[config.mk]
export PLATFORM = sky130hd
export DESIGN_NAME = muldiv_sequencer_flat
export DESIGN_NICKNAME = d
export VERILOG_FILES = /design/src/rtl/muldiv_sequencer_if.sv /design/src/rtl/muldiv_sequencer.sv /design/src/flat_wrapper.sv
export SDC_FILE = /design/constraint.sdc
export NUM_CORES = 1
export LEC_CHECK = 0
export BUFFER_PORTS_ARGS = -buffer_cell sky130_fd_sc_hd__buf_4
export CAP_MARGIN = 5
export CORE_MARGIN = 10
export CORE_UTILIZATION = 52
export CTS_CLUSTER_SIZE = 8
export DETAILED_ROUTE_END_ITERATION = 10
export PLACE_DENSITY = 0.7
export SYNTH_ARGS = -nofsm -noshare
export SYNTH_HDL_FRONTEND = slang
export SYNTH_SLANG_ARGS = --single-unit
[constraint.sdc]
create_clock -name clk -period 6.5 [get_ports clk]
set_input_delay 0.65 -clock clk [delete_from_list [all_inputs] [get_ports clk]]
set_output_delay 0.65 -clock clk [all_outputs]
set_load 0.005 [all_outputs]
[src/rtl/muldiv_sequencer_if.sv]
`default_nettype none
// ============================================================================
// Module      : muldiv_sequencer_if
// Description : Request/response bundle between the pipeline and the
//               multiply/accumulate sequencer.
//               start/mode/a/b/abort : request side (pipeline -> sequencer)
//               busy/done/hi/lo      : status and HI/LO results
// Revision    : 1.0 - initial release
// ============================================================================
interface muldiv_sequencer_if;
    logic        start;
    logic [1:0]  mode;
    logic [31:0] a;
    logic [31:0] b;
    logic        abort;
    logic        busy;
    logic        done;
    logic [31:0] hi;
    logic [31:0] lo;

    modport master (
        output start, mode, a, b, abort,
        input  busy, done, hi, lo
    );

    modport slave (
        input  start, mode, a, b, abort,
        output busy, done, hi, lo
    );
endinterface
`default_nettype wire

[src/rtl/muldiv_sequencer.sv]
`default_nettype none
// ============================================================================
// Module      : muldiv_sequencer
// Description : 32x32 -> 64 multiply / multiply-accumulate unit owning the
//               architectural HI/LO registers. Default build uses a radix-2
//               shift-add datapath (32 CALC cycles); defining MULDIV_FAST_EN
//               replaces CALC with one combinational 32x32 multiply.
//               Modes: 0 mul, 1 madd (signed), 2 maddu, 3 mulu (unsigned).
// Ports       : clk  - system clock, rising edge
//               rst  - synchronous active-high reset
//               bus  - muldiv_sequencer_if.slave (start, mode, a, b, abort
//                      in; busy, done, hi, lo out)
// Revision    : 1.0 - initial release
// ============================================================================
module muldiv_sequencer (
    input  wire logic          clk,
    input  wire logic          rst,
    muldiv_sequencer_if.slave  bus
);

    localparam logic [1:0] c_IDLE   = 2'd0;
    localparam logic [1:0] c_CALC   = 2'd1;
    localparam logic [1:0] c_FINISH = 2'd2;

    logic [1:0]  r_state;
    logic        r_busy;
    logic        r_done;
    logic [31:0] r_hi;
    logic [31:0] r_lo;
    logic [1:0]  r_mode;
    logic        r_sign;
    logic [63:0] r_mcand;    // |a|, shifted left once per CALC cycle
    logic [31:0] r_mplier;   // |b|, shifted right once per CALC cycle
`ifndef MULDIV_FAST_EN
    logic [63:0] r_prod;
    logic [4:0]  r_count;
`endif

    // Operand conditioning at the accepting edge. Two's complement negation
    // of 32'h80000000 yields 32'h80000000, which is the correct magnitude
    // once the value is treated as unsigned.
    logic        w_signed;
    logic [31:0] w_a_mag;
    logic [31:0] w_b_mag;
    logic        w_sign;

    assign w_signed = ~bus.mode[1];
    assign w_a_mag  = (w_signed && bus.a[31]) ? (~bus.a + 32'd1) : bus.a;
    assign w_b_mag  = (w_signed && bus.b[31]) ? (~bus.b + 32'd1) : bus.b;
    assign w_sign   = w_signed & (bus.a[31] ^ bus.b[31]);

    // Result formation in FINISH
    logic [63:0] w_mag_prod;
    logic [63:0] w_prod;
    logic        w_accum;
    logic [63:0] w_result;

`ifdef MULDIV_FAST_EN
    assign w_mag_prod = r_mcand * {32'd0, r_mplier};
`else
    assign w_mag_prod = r_prod;
`endif
    assign w_prod   = r_sign ? (~w_mag_prod + 64'd1) : w_mag_prod;
    assign w_accum  = r_mode[0] ^ r_mode[1];
    assign w_result = w_accum ? ({r_hi, r_lo} + w_prod) : w_prod;

    always_ff @(posedge clk) begin
        if (rst) begin
            r_state  <= c_IDLE;
            r_busy   <= 1'b0;
            r_done   <= 1'b0;
            r_hi     <= 32'd0;
            r_lo     <= 32'd0;
            r_mode   <= 2'd0;
            r_sign   <= 1'b0;
            r_mcand  <= 64'd0;
            r_mplier <= 32'd0;
`ifndef MULDIV_FAST_EN
            r_prod   <= 64'd0;
            r_count  <= 5'd0;
`endif
        end else begin
            r_done <= 1'b0;
            case (r_state)
                c_IDLE: begin
                    // abort beats start when both arrive while idle
                    if (bus.start && !bus.abort) begin
                        r_mode   <= bus.mode;
                        r_sign   <= w_sign;
                        r_mcand  <= {32'd0, w_a_mag};
                        r_mplier <= w_b_mag;
                        r_busy   <= 1'b1;
`ifdef MULDIV_FAST_EN
                        r_state  <= c_FINISH;
`else
                        r_prod   <= 64'd0;
                        r_count  <= 5'd0;
                        r_state  <= c_CALC;
`endif
                    end
                end
`ifndef MULDIV_FAST_EN
                c_CALC: begin
                    if (bus.abort) begin
                        r_state <= c_IDLE;
                        r_busy  <= 1'b0;
                    end else begin
                        if (r_mplier[0]) begin
                            r_prod <= r_prod + r_mcand;
                        end
                        r_mcand  <= {r_mcand[62:0], 1'b0};
                        r_mplier <= {1'b0, r_mplier[31:1]};
                        r_count  <= r_count + 5'd1;   // wraps 31 -> 0
                        if (r_count == 5'd31) begin
                            r_state <= c_FINISH;
                        end
                    end
                end
`endif
                c_FINISH: begin
                    r_state <= c_IDLE;
                    r_busy  <= 1'b0;
                    if (!bus.abort) begin
                        r_hi   <= w_result[63:32];
                        r_lo   <= w_result[31:0];
                        r_done <= 1'b1;
                    end
                end
                default: begin
                    r_state <= c_IDLE;
                    r_busy  <= 1'b0;
                end
            endcase
        end
    end

    assign bus.busy = r_busy;
    assign bus.done = r_done;
    assign bus.hi   = r_hi;
    assign bus.lo   = r_lo;

endmodule
`default_nettype wire

[src/flat_wrapper.sv]
// flat-port wrapper written by rule: the top's interface ports become plain ports
module muldiv_sequencer_flat 
  (clk, rst, bus_start, bus_mode, bus_a, bus_b, bus_abort, bus_busy, bus_done, bus_hi, bus_lo);
  muldiv_sequencer_if bus_i ();
  input  wire logic clk;
  input  wire logic rst;
  input wire logic [$bits(bus_i.start)-1:0] bus_start;
  input wire logic [$bits(bus_i.mode)-1:0] bus_mode;
  input wire logic [$bits(bus_i.a)-1:0] bus_a;
  input wire logic [$bits(bus_i.b)-1:0] bus_b;
  input wire logic [$bits(bus_i.abort)-1:0] bus_abort;
  output wire logic [$bits(bus_i.busy)-1:0] bus_busy;
  output wire logic [$bits(bus_i.done)-1:0] bus_done;
  output wire logic [$bits(bus_i.hi)-1:0] bus_hi;
  output wire logic [$bits(bus_i.lo)-1:0] bus_lo;
  assign bus_i.start = bus_start;
  assign bus_i.mode = bus_mode;
  assign bus_i.a = bus_a;
  assign bus_i.b = bus_b;
  assign bus_i.abort = bus_abort;
  assign bus_busy = bus_i.busy;
  assign bus_done = bus_i.done;
  assign bus_hi = bus_i.hi;
  assign bus_lo = bus_i.lo;
  muldiv_sequencer u_core (.clk(clk), .rst(rst), .bus(bus_i));
endmodule
==> impl_metrics.toml <==
[floorplanning]
core-area_mm2 = 0.0364
die_width_um = 212
dieArea_mm2 = 0.0447
initial_core_util_pct = 52.3
die_h_um = 212
row_count = 70
pin_count = 136

[sta]
fin_crit_sh_pct = 90.5
whs_ns = 0.355
fin_tns_setup_ns = 0
setup_viol = 0
slew_headroom_pct = 25.9
finalClockSkew_ns = 0.0217
worstMarginPinSlew_ns = 1.11
timing_max_transition_violations_final = 0
fmax_mhz = 170
hold_viol = 0
grt_setup_unrepaired = "false"
period_needed_ns = 5.88
fin_ws_ns = 0.620

[flow_run]
maxCapViolations = 0

[synth]
synthArstFlopShare_pct = 0
synth_enable_flop_cells = 0
synth_area_mm2 = 0.0191
synth_top_area_share_pct = 24.8
synth_top_flop_cell = "dfxtp_1"
synth_seq_cells = 236
yosys_warnings = 0
yosysTopAreaCell = "dfxtp_1"
syn_area_per_cell_um2 = 7.39
yosysUniqueCellTypes = 74
synthCells = 2582
ys_top_cells_by_area = "dfxtp_1 25%, ha_1 9.5%, a21oi_1 7.3%, xnor2_1 7.1%, nor2_1 6.1%"
synth_nets = 2799
yosysSeqAreaShare_pct = 24.8

[setup_path]
startpoint_type = "flip-flop"
rrSetupSlack_ns = 0.62
worstSetupEndpointType = "flip-flop"
crit_start = "u_core.r_prod[8]"
worstPathRequired_ns = 6.96
cp.arrival_ns = 6.34
path_cells = "or4_4 > or4_4 > nor4_1 > nand3_1 > o31ai_1 > xnor2_1 > ha_1 > a21o_1 > a21o_1 > a21oi_1 > o21ai_0 > a221oi_1 > nand4_1 > o211ai_1 > o21ai_0 > o21ai_1 > mux2i_1 > a21oi_1 > nor3_1"
path_max_fanout = 8
rr_startpoint = "u_core.r_prod[8]"
cp_slowest_stage_delay_ns = 0.58
path_class = "flip-flop to flip-flop"
cp_top_family = "compound AO/OA/AOI/OAI gates"
cp_num_cells = 19
reg2reg_depth = 19
path_buf_inv = 0
r2r-end = "u_core.bus.hi[25]"
critPathSlowestCell = "or4_4"

[drt]
first_pass_iters = 6
viasPerCell = 6.07
finalWirelength_mm = 56.7
ant_nets = 0
wl_per_cell_um = 18.3
drt_iter0_drc = 1502
vias = 18749
drcViolationCount = 0

[power_and_ir_drop]
pwr-share-clk_pct = 47.8
ir_worst_vdd_mv = 0.151
power_density_mw_per_mm2 = 169
switching_power_w = 0.000935
total_power_w = 0.00359
power.share.combinational_pct = 10.1
p_leak_nw = 9.56
power.share.sequential_pct = 42.1
p_sw_share_pct = 26.0
p_int_w = 0.00266

[layout]
drive_gt1_share_pct = 8.89
finalInstanceArea_mm2 = 0.0213
layout.area.seq_mm2 = 0.00473
syn_to_final_growth_pct = 11.6
final_nets = 2831
multiInputGateArea_mm2 = 0.0137
antenna_cells = 0
fillers = 3418

[placed_design]
gp_congestion = 0.961
post_dp_cell_area_mm2 = 0.0203
pre_cts_ws_ns = 0.572
dpl.hpwl_mm = 42.6
io_buffers = 135

[global_route]
antenna_found_initial = 0
grt_start_max_net_pins = 95
grt.total_usage_pct = 24.6
grt_pass1_wl_mm = 91.2
grt-ovfl-total = 0
grt_pass1_vias = 17303

[cts]
path_clk_slew_ns = 0.05
clock_sinks = 236
h-tree-depth = 2
cts-root-buf = "clkbuf_16"
cts_tree = "done"
numCtsBuffers = 36
hold_buffers = 0
post_cts_buffers = 0
clk_latency_ns = 0.55
clockBufferDepth = 3

[run_status]
run_status = "complete, no violations"

[hold_path]
hold_end = "u_core.r_state[0]"
min-delay-start = "bus_abort"
hold_path_class = "input port to flip-flop"
min_path_cells = 2
layout make-up:
type | count | share of cell area (%)
Clock buffer | 43 | 4.60
Tap cell | 468 | 2.75
Timing Repair Buffer | 152 | 5.44
Multi-Input combinational cell | 2154 | 64.3
Clock inverter | 3 | 0.106
Sequential cell | 236 | 22.2
Inverter | 34 | 0.600
Yosys cell counts, types with 20 or more instances:
library cell,instances
nand2b_1,22
a211oi_1,77
a21o_1,113
o21ai_0,136
nor3_1,40
xor2_1,70
a21oi_1,279
nor2_1,309
xnor2_1,154
ha_1,145
and3_1,20
dfxtp_1,236
nor4_1,21
inv_1,34
nand4_1,30
a22oi_1,33
nand3_1,79
o31ai_1,32
or3_1,25
nand2_1,291
o211ai_1,21
a311oi_1,41
clkbuf_1,152
placed cells by master (no fill, tap or decap), types with 34 or more instances in the layout:
cell type	instances
a211oi_1	77
a21o_1	113
a21oi_1	279
a311oi_1	41
buf_4	150
clkbuf_16	37
dfxtp_1	235
ha_1	145
inv_1	34
nand2_1	290
nand3_1	79
nor2_1	307
nor3_1	40
o21ai_0	135
xnor2_1	153
xor2_1	69
power groups by stage:
| stage | combinational (W) | clock, W | sequential, W |
|---|---|---|---|
| after floorplan | 0.000251 | 0 | 0.00152 |
| after global placement | 0.000354 | 0 | 0.00154 |
| after detailed placement | 0.000362 | 0 | 0.00154 |
| after CTS | 0.000363 | 0.00175 | 0.00151 |
| after global routing | 0.000404 | 0.00180 | 0.00151 |
| final | 0.000364 | 0.00172 | 0.00151 |
per-layer routing:
| layer | share of wire [%] | GRT usage (%) |
|---|---|---|
| met2 | 42 | 37.2 |
| met1 | 50 | 35.6 |
| met5 | 0 | 0 |
| met3 | 5.8 | 2.96 |
| met4 | 1.9 | 6.89 |
worst register-to-register path, delay by kind of cell (launching register included):
| family | cells | cell delay [ns] |
|---|---|---|
| compound gates | 10 | 2.36 |
| simple gates | 6 | 2.25 |
| fa+ha+maj | 1 | 0.36 |
| xor+xnor | 1 | 0.20 |
| mux | 1 | 0.23 |
| flops | 1 | 0.38 |
sequential cells by signal, indices dropped and copies added (netlist names):
name,count
u_core.r_state,2
u_core.bus.done,1
u_core.bus.lo,32
u_core.r_sign,1
u_core.bus.hi,32
u_core.r_prod,64
u_core.r_mode,2
u_core.r_mcand,64
u_core.bus.busy,1
u_core.r_count,5
u_core.r_mplier,32
timing repair:
action / CTS / global route
endpoints found under the setup margin: 0 / 1
gates resized for setup: 0 / 1
endpoints found under the hold margin: 0 / 0
cell families after synthesis:
| group | after synthesis | synth area share, % |
|---|---|---|
| adders and majority gates | 147 | 9.72 |
| AOI/OAI and AO/OA | 868 | 29.6 |
| muxes | 7 | 0.374 |
| DFF | 236 | 24.8 |
| buffers and inverters | 192 | 3.78 |
| xor gates and xnor gates | 224 | 10.3 |
| and+or+nand+nor | 908 | 21.5 |
worst max path at each step:
stage / endpoint / slack, ns
final: u_core.bus.hi[25] / 0.62
after global routing: u_core.bus.hi[25] / 0.06
after floorplan: u_core.bus.hi[31] / 1.35
after CTS: u_core.bus.hi[25] / 0.53
after detailed placement: u_core.bus.hi[25] / 0.57
after global placement: u_core.bus.hi[25] / 0.65
through the flow:
step           cells  utilization [%]
2_1_floorplan   2582                -
3_3_place_gp    3044             55.7
3_5_place_dp    3044             55.7
4_1_cts         3090             58.4
5_1_grt         3090             58.4
6_report        3090             58.4
No activity file was read; power rests on OpenSTA's default activity.
